--- config.mk ---
export PLATFORM = sky130hd
export DESIGN_NAME = microwave_cook_controller
export DESIGN_NICKNAME = d
export VERILOG_FILES = /design/src/rtl/microwave_pkg.sv /design/src/rtl/bcd_mmss_counter.sv /design/src/rtl/microwave_cook_controller.sv
export SDC_FILE = /design/constraint.sdc
export NUM_CORES = 1
export LEC_CHECK = 0
export BUFFER_PORTS_ARGS = -buffer_cell sky130_fd_sc_hd__buf_2
export CAP_MARGIN = 20
export CELL_PAD_IN_SITES_DETAIL_PLACEMENT = 1
export CELL_PAD_IN_SITES_GLOBAL_PLACEMENT = 2
export CORE_MARGIN = 10
export CORE_UTILIZATION = 35
export DETAILED_ROUTE_END_ITERATION = 7
export HOLD_SLACK_MARGIN = 0.15
export PLACE_DENSITY_LB_ADDON = 0.1
export SLEW_MARGIN = 10
export SYNTH_ARGS = -nofsm -noshare
export SYNTH_HDL_FRONTEND = slang
export SYNTH_SLANG_ARGS = --single-unit
--- constraint.sdc ---
create_clock -name clk -period 6.05 [get_ports clk]
set_input_delay 0.3025 -clock clk [delete_from_list [all_inputs] [get_ports clk]]
set_output_delay 0.3025 -clock clk [all_outputs]
set_load 0.05 [all_outputs]
--- src/rtl/microwave_pkg.sv ---
// Shared definitions for the microwave cook controller: state encoding, BCD limits, add-30 step.
// Latency: n/a (types and constants only).
// Backpressure: n/a.
package microwave_pkg;

    typedef enum logic [1:0] {
        ST_IDLE  = 2'd0,
        ST_COOK  = 2'd1,
        ST_PAUSE = 2'd2,
        ST_DONE  = 2'd3
    } state_e;

    localparam logic [3:0] BCD_ZERO     = 4'd0;
    localparam logic [3:0] SEC_TENS_MAX = 4'd5;
    localparam logic [3:0] BCD_MAX      = 4'd9;
    // Add-30 is applied as +3 on the tens-of-seconds digit.
    localparam logic [3:0] ADD30        = 4'd3;

    localparam int DEF_TICKS_PER_SEC = 100;

    // Keypad codes above 9 are not digits and must not be entered.
    function automatic logic is_bcd_digit(input logic [3:0] d);
        return d <= BCD_MAX;
    endfunction

endpackage

--- src/rtl/bcd_mmss_counter.sv ---
// BCD MM:SS time register: clear, key shift-in, 1 s decrement, optional +30 s / load 00:30.
// Latency: one clock from any control strobe to the updated digits.
// Backpressure: none; strobes are mutually prioritised clear > load30 > add30 > dec > shift.
module bcd_mmss_counter
    import microwave_pkg::*;
(
    input  logic       clk,
    input  logic       reset,
    input  logic       clear_i,
    input  logic       shift_i,
    input  logic [3:0] digit_i,
    input  logic       dec_i,
`ifdef MICROWAVE_ADD30_EN
    input  logic       add30_i,
    input  logic       load30_i,
`endif
    output logic [3:0] min_tens_o,
    output logic [3:0] min_ones_o,
    output logic [3:0] sec_tens_o,
    output logic [3:0] sec_ones_o,
    output logic       zero_o,
    output logic       last_sec_o
);

    logic [3:0] mt_q, mo_q, st_q, so_q;
    logic [3:0] mt_d, mo_d, st_d, so_d;

    // Next-time selection; the decrement borrows digit by digit and never runs below 00:00.
    always_comb begin
        mt_d = mt_q;
        mo_d = mo_q;
        st_d = st_q;
        so_d = so_q;
        if (clear_i) begin
            mt_d = BCD_ZERO;
            mo_d = BCD_ZERO;
            st_d = BCD_ZERO;
            so_d = BCD_ZERO;
`ifdef MICROWAVE_ADD30_EN
        end else if (load30_i) begin
            mt_d = BCD_ZERO;
            mo_d = BCD_ZERO;
            st_d = ADD30;
            so_d = BCD_ZERO;
        end else if (add30_i) begin
            if (st_q >= (SEC_TENS_MAX + 4'd1 - ADD30)) begin
                st_d = st_q + ADD30 - (SEC_TENS_MAX + 4'd1);
                if (mo_q == BCD_MAX) begin
                    if (mt_q == BCD_MAX) begin
                        // Already at the top minute: pin to 99:59.
                        st_d = SEC_TENS_MAX;
                        so_d = BCD_MAX;
                    end else begin
                        mo_d = BCD_ZERO;
                        mt_d = mt_q + 4'd1;
                    end
                end else begin
                    mo_d = mo_q + 4'd1;
                end
            end else begin
                st_d = st_q + ADD30;
            end
`endif
        end else if (dec_i && !zero_o) begin
            if (so_q != BCD_ZERO) begin
                so_d = so_q - 4'd1;
            end else begin
                so_d = BCD_MAX;
                if (st_q != BCD_ZERO) begin
                    st_d = st_q - 4'd1;
                end else begin
                    st_d = SEC_TENS_MAX;
                    if (mo_q != BCD_ZERO) begin
                        mo_d = mo_q - 4'd1;
                    end else begin
                        mo_d = BCD_MAX;
                        mt_d = mt_q - 4'd1;
                    end
                end
            end
        end else if (shift_i && is_bcd_digit(digit_i)) begin
            mt_d = mo_q;
            mo_d = st_q;
            st_d = so_q;
            so_d = digit_i;
        end
    end

    // Digit registers.
    always_ff @(posedge clk) begin
        if (reset) begin
            mt_q <= BCD_ZERO;
            mo_q <= BCD_ZERO;
            st_q <= BCD_ZERO;
            so_q <= BCD_ZERO;
        end else begin
            mt_q <= mt_d;
            mo_q <= mo_d;
            st_q <= st_d;
            so_q <= so_d;
        end
    end

    assign min_tens_o = mt_q;
    assign min_ones_o = mo_q;
    assign sec_tens_o = st_q;
    assign sec_ones_o = so_q;
    assign zero_o     = (mt_q == BCD_ZERO) && (mo_q == BCD_ZERO) &&
                        (st_q == BCD_ZERO) && (so_q == BCD_ZERO);
    // 00:01 means the next decrement lands on 00:00.
    assign last_sec_o = (mt_q == BCD_ZERO) && (mo_q == BCD_ZERO) &&
                        (st_q == BCD_ZERO) && (so_q == 4'd1);

endmodule

--- src/rtl/microwave_cook_controller.sv ---
// Cook-cycle sequencer: keypad entry, 1 s BCD countdown from tick prescaler, door interlock, beeper.
// Latency: registered state/digits update one clock after the strobe; mag_on drops combinationally on door open.
// Backpressure: none; same-cycle priority reset > door open > stop_clear > start > tick > key. Option macro: MICROWAVE_ADD30_EN.
module microwave_cook_controller
    import microwave_pkg::*;
#(
    parameter int TICKS_PER_SEC = DEF_TICKS_PER_SEC,
    parameter int BEEP_SECS     = 3
) (
    input  logic       clk,
    input  logic       reset,
    input  logic       tick,
    input  logic       key_valid,
    input  logic [3:0] key_digit,
    input  logic       start,
    input  logic       stop_clear,
    input  logic       door_closed,
    output logic       mag_on,
    output logic [3:0] min_tens,
    output logic [3:0] min_ones,
    output logic [3:0] sec_tens,
    output logic [3:0] sec_ones,
    output logic       done_beep,
    output logic [1:0] state_o
);

    localparam int PW = (TICKS_PER_SEC > 1) ? $clog2(TICKS_PER_SEC) : 1;
    localparam int BW = (BEEP_SECS > 1) ? $clog2(BEEP_SECS) : 1;
    localparam logic [PW-1:0] PRESC_LAST = PW'(TICKS_PER_SEC - 1);
    localparam logic [BW-1:0] BEEP_LAST  = BW'(BEEP_SECS - 1);

    state_e        state_q, state_d;
    logic [PW-1:0] presc_q, presc_d;
    logic [BW-1:0] beep_q, beep_d;

    logic cnt_clear, cnt_shift, cnt_dec;
    logic cnt_zero, cnt_last_sec;
`ifdef MICROWAVE_ADD30_EN
    logic cnt_add30, cnt_load30;
`endif

    // Next-state, prescaler/beep timer and counter strobes.
    always_comb begin
        state_d   = state_q;
        presc_d   = presc_q;
        beep_d    = beep_q;
        cnt_clear = 1'b0;
        cnt_shift = 1'b0;
        cnt_dec   = 1'b0;
`ifdef MICROWAVE_ADD30_EN
        cnt_add30  = 1'b0;
        cnt_load30 = 1'b0;
`endif
        case (state_q)
            ST_IDLE: begin
                if (start && door_closed && !cnt_zero) begin
                    state_d = ST_COOK;
                    presc_d = '0;
`ifdef MICROWAVE_ADD30_EN
                end else if (start && door_closed && cnt_zero) begin
                    cnt_load30 = 1'b1;
                    state_d    = ST_COOK;
                    presc_d    = '0;
`endif
                end else if (key_valid) begin
                    cnt_shift = 1'b1;
                end
            end
            ST_COOK: begin
                // Door open and stop both pause with the prescaler frozen.
                if (!door_closed || stop_clear) begin
                    state_d = ST_PAUSE;
`ifdef MICROWAVE_ADD30_EN
                end else if (start) begin
                    cnt_add30 = 1'b1;
`endif
                end else if (tick) begin
                    if (presc_q == PRESC_LAST) begin
                        presc_d = '0;
                        cnt_dec = 1'b1;
                        if (cnt_last_sec) begin
                            state_d = ST_DONE;
                        end
                    end else begin
                        presc_d = presc_q + 1'b1;
                    end
                end
            end
            ST_PAUSE: begin
                if (stop_clear) begin
                    state_d   = ST_IDLE;
                    cnt_clear = 1'b1;
                    presc_d   = '0;
                end else if (start && door_closed) begin
                    state_d = ST_COOK;
                end
            end
            ST_DONE: begin
                if (stop_clear || key_valid) begin
                    state_d = ST_IDLE;
                    presc_d = '0;
                    beep_d  = '0;
                end else if (tick) begin
                    if (presc_q == PRESC_LAST) begin
                        presc_d = '0;
                        if (beep_q == BEEP_LAST) begin
                            state_d = ST_IDLE;
                            beep_d  = '0;
                        end else begin
                            beep_d = beep_q + 1'b1;
                        end
                    end else begin
                        presc_d = presc_q + 1'b1;
                    end
                end
            end
            default: state_d = ST_IDLE;
        endcase
    end

    // State, prescaler and beep-second registers.
    always_ff @(posedge clk) begin
        if (reset) begin
            state_q <= ST_IDLE;
            presc_q <= '0;
            beep_q  <= '0;
        end else begin
            state_q <= state_d;
            presc_q <= presc_d;
            beep_q  <= beep_d;
        end
    end

    bcd_mmss_counter u_time (
        .clk        (clk),
        .reset      (reset),
        .clear_i    (cnt_clear),
        .shift_i    (cnt_shift),
        .digit_i    (key_digit),
        .dec_i      (cnt_dec),
`ifdef MICROWAVE_ADD30_EN
        .add30_i    (cnt_add30),
        .load30_i   (cnt_load30),
`endif
        .min_tens_o (min_tens),
        .min_ones_o (min_ones),
        .sec_tens_o (sec_tens),
        .sec_ones_o (sec_ones),
        .zero_o     (cnt_zero),
        .last_sec_o (cnt_last_sec)
    );

    // Door input gates power directly so opening cuts the magnetron in the same cycle.
    assign mag_on    = (state_q == ST_COOK) && door_closed;
    assign done_beep = (state_q == ST_DONE);
    assign state_o   = state_q;

endmodule

==> results by group <==
Outcome
  – Status: completed

Timing
  – Final hold violation count: 0
  – Worst Tran Pin Value: between 0.9 and 1 ns
  – RSZ-0062 raised after global routing: no
  – Final TNS setup: 0 ns
  – Max-slew violations: 0
  – Fmax: between 0.3 and 0.4 GHz
  – # setup viols final: 0
  – Clock skew: around 0.0072 ns
  – Slew HR: between 30% and 40%
  – Fraction of the cycle the final worst path needs: just under 50%
  – Final min period: between 2 and 3 ns
  – Hold_ws: 0.297 ns

Global route
  – Global-route wire length before repair: 9290 um
  – Largest net degree at the start of global routing: 18
  – Vias in the first global route: roughly 1800
  – Antenna violations before repair: 0
  – Total gr overflow: 0
  – GRT Total Usage: between 10% and 20%

Clock network
  – Hold Buf Count CTS: 0
  – Clk Latency, worst-skew pair: ~0.28 ns
  – TritonCTS buffer count: 3
  – Clock Sinks: 27
  – CTS clk-pin slew, worst paths: around 0.1 ns
  – Root buf cell: clkbuf_8
  – CTS tree: yes
  – Post-CTS Resized: 0
  – Post-CTS Setup Bufs: 0
  – Clk buf depth: 2
  – H-tree depth: 1

Detailed routing
  – Starting DRT DRC Count: just under 70
  – First drt pass iteration count: 4
  – Antenna Nets Post-Route: 0
  – Via count: around 1900
  – DRC: 0
  – Avg Vias per Cell: 5.82
  – Final wirelength: between 5000 and 6000 um
  – Drt wl/cell: 17.3 um

Setup path
  – Req. time, crit path: approximately 6.3 ns
  – Element type at the critical path start: flip-flop
  – Reg2Reg Depth: 7
  – Setup crit end kind: flip-flop
  – Worst Path Max Fanout: 14
  – Worst path arrival time: about 3.2 ns
  – Critical path class: reg -> reg
  – R2R Path Start: u_time.min_tens_o[0]
  – R2r endpoint: u_time.sec_tens_o[2]
  – Worst reg2reg setup slack: ~3.1 ns

Logic synthesis
  – Post-synth top area cell: dfxtp_1
  – Synth Area in Compound Gates: about 28%
  – Post-synthesis instance total: around 230
  – Synth top area share: slightly below 30%
  – Syn_area_per_cell: 8.05 um^2
  – Post-synth EDFFs: 0
  – Net count after synthesis: approximately 240
  – #FFs+latches synth: 27
  – Xor/xnor share of the synthesized area: approximately 2.4%
  – Multiplexer share of the synthesized area: between 2 and 2.5%
  – Netlist Area Pre-Place: about 1800 um^2
  – Simple-gate share of the synthesized area: 31.1%
  – Seq/Total Area, Yosys: about 30%
  – Top FF cell, synth: dfxtp_1
  – Adder-Cell Fraction of Synth Area: roughly 1.4%
  – Combinational family with the most area after synthesis: simple AND/OR/NAND/NOR gates
  – Synth async-reset ratio: 0%
  – Distinct cell type count after synthesis: 52
  – Warnings, synthesis: 0
  – Top cells by area, synth: dfxtp_1 (29%), a21oi_1 (4.9%), nor2_1 (4.1%)

Job
  – # Max-Cap Violations: 0

Cells and area
  – Filler cells: approximately 640
  – Commonest non-fill, non-tap cells in the layout: buf_2 (30), dfxtp_1 (27), nor2_1 (20)
  – Nets: 263
  – Most common cell after layout, fill and taps aside: buf_2
  – Area growth, synth to finish: 11.3%
  – N_diodes: 0
  – Share of cells above drive strength 1: 18.1%

Placement
  – IO Port Bufs: 30
  – Dpl hpwl: 4090 um
  – GPL Wtd Cong: between 0.8 and 0.9

Pwr
  – Pwr Density: roughly 280 nW/um^2
  – Pleak: just under 0.8 nW
  – Maximum VDD drop: between 100 and 150 uV

Die
  – DIE AREA: between 8000 and 9000 um^2
  – Die Ht: between 90 and 100 um
  – Initial Utilization: 36.1%
  – IO Count: 31
  – Area of the core: between 5000 and 6000 um^2
  – Die extent in x: 92.6 um
  – Row count: 26

Worst hold path
  – Min-Delay Path Class: in -> reg
  – Hold Path Depth: 2
  – Worst Hold Launch: reset
  – Hold EP: state_o[1]
-- worst max-delay path by stage --
stage                               startpoint              endpoint  slack (ns)  depth (start not counted)
after floorplan           u_time.min_tens_o[0]            state_o[0]        3.69                          8
after global placement    u_time.min_tens_o[0]  u_time.sec_tens_o[2]        3.16                          7
after detailed placement  u_time.min_tens_o[0]  u_time.sec_tens_o[2]        3.09                          7
after CTS                 u_time.min_tens_o[0]  u_time.sec_tens_o[2]        3.06                          7
after global routing      u_time.min_tens_o[0]  u_time.sec_tens_o[2]        2.71                          7
final                     u_time.min_tens_o[0]  u_time.sec_tens_o[2]        3.10                          7
-- cells by family (layout without fill, tap and decap cells) --
kind of cell	after synthesis	after routing
flip-flops	27	27
AND/OR/NAND/NOR	95	95
adder cells (fa/ha/maj)	2	2
multiplexers	4	4
buffers and inverters	21	41
AO/OA/AOI/OAI	75	75
XOR/XNOR	5	5
-- through the flow --
| step | cell area, um^2 | power (mW) | worst slack, ns | util [%] | instances |
|---|---|---|---|---|---|
| global route | 2050 | 0.613 | 2.71 | 40.2 | 319 |
| detailed placement | 2010 | 0.468 | 3.09 | 39.3 | 315 |
| finish | 2050 | 0.569 | 3.10 | 40.2 | 319 |
| CTS | 2050 | 0.575 | 3.06 | 40.2 | 319 |
| floorplan | 1840 | 0.412 | 3.69 | - | 229 |
| global placement | 2010 | 0.470 | 3.16 | 39.3 | 315 |
-- state kept, by name, summed over array words and instances, names as in the netlist --
signal and flops:
presc_q 7, u_time.min_ones_o 4, u_time.min_tens_o 4, u_time.sec_ones_o 4, u_time.sec_tens_o 4, beep_q 2
state_o 2
-- Yosys cell counts (all sizes together) (2+ instances only) --
library cell and n:
o32ai 3, nor4 3, inv 6, nor3b 2, a2bb2oi 3, and4 2, nand3 12, o31ai 2
nor2 21, o211a 2, or3 2, o221ai 2, o21ai 14, dfxtp 27, xnor2 3, a21oi 18
buf 10, mux2i 4, xor2 2, a31oi 4, ha 2, o2111ai 6, nand4 3, a22oi 4
or4 2, and3 3, nor2b 4, and2 3, nand2 16, clkbuf 5, a211oi 7, nor4b 5
o211ai 3, or2 3, o21a 3, nor3 9
-- report_power, final --
group	total (mW)	leakage [nW]	internal (mW)	switching, mW
Sequential	0.228	0.219	0.190	0.0370
Combinational	0.235	0.553	0.0759	0.160
Clock	0.106	0.0228	0.0473	0.0587
Total	0.569	0.794	0.314	0.255
-- area by class of cell --
type / instances / area (um^2) / share of cell area [%]
repair buffers: 31 / 158 / 7.68
flip-flops and latches: 27 / 541 / 26.3
well taps: 70 / 87.6 / 4.27
clock buffers: 4 / 45.0 / 2.19
inverters: 6 / 22.5 / 1.10
multi-input cells: 181 / 1200 / 58.4
-- worst max-delay path: stages, from the launching register on --
cell and delay (ns):
dfxtp_1 0.42, inv_1 0.06, ha_1 0.22, nor3b_1 0.19
a41oi_1 0.80, or2_0 0.72, o311ai_0 0.27, a31oi_1 0.21
-- routing by layer --
layer | track usage, % | wire length [um] | vias to the layer above
met1 | 16.2 | 2540 | 904
met5 | 0 | 0 | -
met3 | 2.74 | 192 | 6
met4 | 2.44 | 44 | 0
li1 | - | - | 918
met2 | 22.2 | 2740 | 29
(Power assumes the default switching activity.)
